===== config.mk =====
export PLATFORM = sky130hd
export DESIGN_NAME = clk_div_ctrl
export DESIGN_NICKNAME = d
export VERILOG_FILES = /design/src/rtl/clk_div_pkg.sv /design/src/rtl/clk_div_core.sv /design/src/rtl/clk_div_ctrl.sv
export SDC_FILE = /design/constraint.sdc
export NUM_CORES = 1
export LEC_CHECK = 0
export ABC_AREA = 1
export ABC_CLOCK_PERIOD_IN_PS = 1500
export BUFFER_PORTS_ARGS = -buffer_cell sky130_fd_sc_hd__buf_2
export CORE_MARGIN = 5
export CORE_UTILIZATION = 30
export CTS_CLUSTER_DIAMETER = 150
export CTS_CLUSTER_SIZE = 28
export DETAILED_ROUTE_END_ITERATION = 6
export HOLD_SLACK_MARGIN = 0.1
export PLACE_DENSITY_LB_ADDON = 0.12
export SLEW_MARGIN = 15
export SYNTH_ARGS = -nofsm -noshare
export SYNTH_HDL_FRONTEND = slang
export SYNTH_SLANG_ARGS = --single-unit

===== constraint.sdc =====
create_clock -name clk_in -period 1.5 [get_ports clk_in]
set_clock_uncertainty 0.15 [all_clocks]
set_input_delay 0.15 -clock clk_in [delete_from_list [all_inputs] [get_ports clk_in]]
set_output_delay 0.15 -clock clk_in [all_outputs]
set_load 0.005 [all_outputs]

===== src/rtl/clk_div_pkg.sv =====
// Shared definitions for the clock divider controller.
//   CNT_W_DEF : default width of the half-period divide field
//   state_t   : controller FSM state encoding (IDLE/RUN/PEND/STOP)
package clk_div_pkg;

    localparam int CNT_W_DEF = 8;

    typedef enum logic [1:0] {
        IDLE = 2'd0,
        RUN  = 2'd1,
        PEND = 2'd2,
        STOP = 2'd3
    } state_t;

endpackage


===== src/rtl/clk_div_core.sv =====
// Counter/toggle datapath of the clock divider.
//   clk_in  : system clock (rising edge)
//   reset   : asynchronous, active-high
//   load    : capture div as the active half-period value and clear the counter
//   div     : half-period length minus 1 to capture on load
//   run     : 1 = count and toggle, 0 = hold counter at 0 and clk_out low
//   clk_out : registered divided clock
//   toggle  : clk_out will change on the next rising edge
module clk_div_core
    import clk_div_pkg::*;
#(
    parameter int CNT_W = CNT_W_DEF
) (
    input  logic             clk_in,
    input  logic             reset,
    input  logic             load,
    input  logic [CNT_W-1:0] div,
    input  logic             run,
    output logic             clk_out,
    output logic             toggle
);

    logic [CNT_W-1:0] cnt;
    logic [CNT_W-1:0] div_r;

    // Counter only ever counts up to div_r, and div_r changes only together
    // with a counter clear, so the counter can never pass div_r or wrap.
    assign toggle = run && (cnt == div_r);

    always_ff @(posedge clk_in or posedge reset) begin
        if (reset) begin
            cnt     <= '0;
            div_r   <= '0;
            clk_out <= 1'b0;
        end else begin
            if (load)
                div_r <= div;

            if (load || !run || toggle)
                cnt <= '0;
            else
                cnt <= cnt + CNT_W'(1);

            if (!run)
                clk_out <= 1'b0;
            else if (toggle)
                clk_out <= ~clk_out;
        end
    end

endmodule


===== src/rtl/clk_div_ctrl.sv =====
// Glitch-free programmable clock divider controller.
//   clk_in    : system clock (rising edge)
//   reset     : asynchronous, active-high
//   cfg_valid : configuration request valid
//   cfg_ready : configuration can be accepted (IDLE or RUN)
//   cfg_en    : 1 = run at cfg_div, 0 = stop request
//   cfg_div   : half-period length minus 1, in clk_in cycles
//   clk_out   : registered divided clock, period 2*(div+1)
//   tick_rise : one-cycle pulse in the cycle clk_out becomes 1
//   tick_fall : one-cycle pulse in the cycle clk_out becomes 0
//   state     : current FSM state
module clk_div_ctrl
    import clk_div_pkg::*;
#(
    parameter int CNT_W = CNT_W_DEF
) (
    input  logic             clk_in,
    input  logic             reset,
    input  logic             cfg_valid,
    output logic             cfg_ready,
    input  logic             cfg_en,
    input  logic [CNT_W-1:0] cfg_div,
    output logic             clk_out,
    output logic             tick_rise,
    output logic             tick_fall,
    output logic [1:0]       state
);

    state_t           st, st_nxt;
    logic [CNT_W-1:0] pend;
    logic [CNT_W-1:0] div_sel;
    logic             xfer;
    logic             load;
    logic             run;
    logic             toggle;
    logic             fall_hit;

    assign cfg_ready = (st == IDLE) || (st == RUN);
    assign xfer      = cfg_valid && cfg_ready;
    assign run       = (st != IDLE);
    // Rate changes and stops only take effect at a falling edge, so the
    // low half after the edge is the first one timed by the new value.
    assign fall_hit  = toggle && clk_out;
    assign div_sel   = (st == IDLE) ? cfg_div : pend;
    assign state     = st;

    always_comb begin
        st_nxt = st;
        load   = 1'b0;
        case (st)
            IDLE: if (xfer && cfg_en) begin
                load   = 1'b1;
                st_nxt = RUN;
            end
            RUN:  if (xfer)
                st_nxt = cfg_en ? PEND : STOP;
            PEND: if (fall_hit) begin
                load   = 1'b1;
                st_nxt = RUN;
            end
            STOP: if (fall_hit)
                st_nxt = IDLE;
            default: st_nxt = IDLE;
        endcase
    end

    always_ff @(posedge clk_in or posedge reset) begin
        if (reset) begin
            st        <= IDLE;
            pend      <= '0;
            tick_rise <= 1'b0;
            tick_fall <= 1'b0;
        end else begin
            st <= st_nxt;
            if (st == RUN && xfer && cfg_en)
                pend <= cfg_div;
            // Ticks are registered alongside clk_out so they line up with
            // the cycle it changes; the last fall of a stop lands in the
            // first IDLE cycle, no tick originates from IDLE.
            tick_rise <= toggle && !clk_out;
            tick_fall <= toggle && clk_out;
        end
    end

    clk_div_core #(.CNT_W(CNT_W)) u_core (
        .clk_in  (clk_in),
        .reset   (reset),
        .load    (load),
        .div     (div_sel),
        .run     (run),
        .clk_out (clk_out),
        .toggle  (toggle)
    );

endmodule


==> out/metrics.csv <==
metric;value;unit
max_slew_margin;73.7;%
drt_iter0_markers;30;
chipHeight;81.3;µm
worst_pin_slew;0.395;ns
finalSetupViolCount;18;
synthDominantCellAreaShare;47.5;%
cts_tree;built;
floorplan.io_pins;18;
maxCapViolations;0;
cts_buffers;5;
power_leakage;1.17;nW
rsz0062_at_grt;true;
setup_tns;-1.02;ns
powerDensity;676;nW/µm²
area_growth;42.1;%
finalCritPeriodShare;106;%
drt_pass1_iterations;4;
fp.dieW;81.3;µm
final_hold_viol_count;0;
synth_edf_count;0;
die_area;6610;µm²
postRouteAntennaNets;0;
final.hold.worst_slack;0.340;ns
synth.distinct_cells;23;
layout-drive-gt1-share;33.0;%
min_period;1.59;ns
placementRows;26;
synth_warnings;0;
postLayoutCellArea;2170;µm²
status;finished with violations;
grt_first_pass_wirelength;5880;µm
maximum_number_of_pins_on_one_net_before_global_route_repair;30;
worstSetupStartpointType;flip-flop;
dp_worst_setup_slack;-0.119;ns
cts_root_buffer;clkbuf_8;
timing_max_transition_violations_final;0;
cts_buffer_depth;2;
num_vias;1330;
most_frequently_used_cell_type_in_the_post_synthesis_netlist;nand2_1;
seq_area_frac_synth;47.5;%
antenna-diode-count;0;
synth_fp_nets;213;
final_weighted_congestion_in_routability_driven_placement;0.775;
failed_checks;setup timing;
vias_per_cell;4.02;
worstReg2RegStart;u_core.div_r[1];
vdd_drop_max;0.355;mV
cts.htree.levels;2;
ys_dominant_reg_cell;dfrtp_1;
required;1.52;ns
critical_path.startpoint;u_core.div_r[1];
post-synth-top-area-cell;dfrtp_1;
placement.cell_area;1830;µm²
clock_latency_reported_for_the_late_side_of_the_worst_skew_pair;0.28;ns
syn_avg_cell_area;7.63;µm²
maxClockFrequency;0.630;GHz
port_buffer_cells;17;
grt.total_usage;11.9;%
dp_hpwl;2310;µm
worstHoldPathType;in2async;
route.detailed.drc;0;
ys_top_cells_by_count;60 x nand2_1, 30 x inv_1, 29 x dfrtp_1;
synth.ff_latch_count;29;
start_util;30.5;%
post_synth_main_area_contributors;dfrtp_1 48%, nand2_1 15%, inv_1 7.4%;
avgRoutedWirePerCell;10.2;µm
grt_pass1_vias;1264;
timing.critical_path.arrival;1.61;ns
proportion_of_synthesized_flip_flops_having_asynchronous_set_or_reset;100;%
core_region_area;5010;µm²
final_net_count;273;
antenna_found_initial;0;
worst-path-max-fanout;6;
criticalPathCategory;reg2reg;
path_clk_slew;0.07;ns
postLayoutCoreUtil;43.3;%
worst_setup_path_end_kind;flip-flop;
cts.sink_count;29;
globalRouteOverflowTotal;0;
syn-cell-area;1530;µm²
routed_wl;3360;µm
netlist_instances;200;
layout_setup_ws;-0.0881;ns
routing by layer:
| layer | track usage, % | vias up | wire length (µm) |
|---|---|---|---|
| li1 | - | 734 | - |
| met1 | 15.2 | 574 | 1620 |
| met2 | 18.6 | 14 | 1570 |
| met3 | 2.66 | 8 | 95 |
| met4 | 6.08 | 0 | 74 |
| met5 | 0 | - | 0 |
state kept, by name (all words and copies together) (netlist names):
| name | flops |
|---|---|
| pend | 8 |
| state | 2 |
| tick_fall | 1 |
| tick_rise | 1 |
| u_core.clk_out | 1 |
| u_core.cnt | 8 |
| u_core.div_r | 8 |
timing repair:
action,4_1_cts,5_1_grt
pin swaps,4,13
cloned,1,0
hold buffers,11,0
buffers inserted,5,2
endpoints found under the setup margin,11,21
endpoints found under the hold margin,45,0
resized for setup,3,21
path summary, 6_finish.rpt:
path                                      end  slack (ns)  cells after the start
worst max-delay path            u_core.cnt[3]       -0.09                      9
worst min-delay path            u_core.cnt[2]        0.34                      4
worst max register to register  u_core.cnt[3]       -0.09                      9
worst min register to register        pend[0]        0.36                      2
max in group asynchronous            state[1]        0.55                      4
min in group clk_in                   pend[0]        0.36                      2
worst max-delay path, stage by stage, from the launching register on:
cell	delay, ns
dfrtp_1	0.41
inv_1	0.06
nand2_1	0.05
nand2_1	0.06
nor2_1	0.12
nand2_2	0.12
buf_6	0.14
o21ai_4	0.16
buf_6	0.16
nor3b_2	0.05
metrics by stage:
stage,power [mW],cells
after CTS,1.49,329
after global placement,0.835,304
after floorplan,0.809,200
after detailed placement,0.835,304
final,1.47,331
after global routing,1.53,331
cells by family after synthesis:
family	count (synthesis)	synth area share, %
adder cells (fa/ha/maj)	1	0.820
buffers and inverters	39	9.84
XOR/XNOR	2	1.15
AND/OR/NAND/NOR	106	32.6
flip-flops	29	47.5
AO/OA/AOI/OAI	23	8.03
report_power, final:
part	internal, mW	leakage, nW	switching, mW
combinational	0.0310	0.821	0.0270
clock	0.321	0.0450	0.305
sequential	0.782	0.302	0
total	1.13	1.17	0.332
final cells by class:
class | count | area [µm²]
clock inverter | 2 | 10.0
fill | 539 | 2840
inverter | 36 | 135
sequential | 29 | 727
multi-input combinational | 133 | 728
timing repair buffer | 55 | 409
tap | 70 | 87.6
clock buffer | 6 | 72.6
layout by cell type, fill, tap and decap left out, types with 2 or more instances in the layout:
cell type	instances
inv_2	8
nor2_4	3
dlygate4sd3_1	11
clkinv_2	2
nand2_4	2
inv_1	28
nor3_1	2
dfrtp_1	28
o21ai_1	2
nor2_2	3
buf_2	17
nor3_2	2
nor3b_2	2
nand3_1	11
nor2_1	15
clkbuf_8	5
buf_6	3
nand2_2	9
nand2_1	54
a21oi_1	9
buf_4	24
o21ai_0	9
No activity file was read; power rests on OpenSTA's default activity.
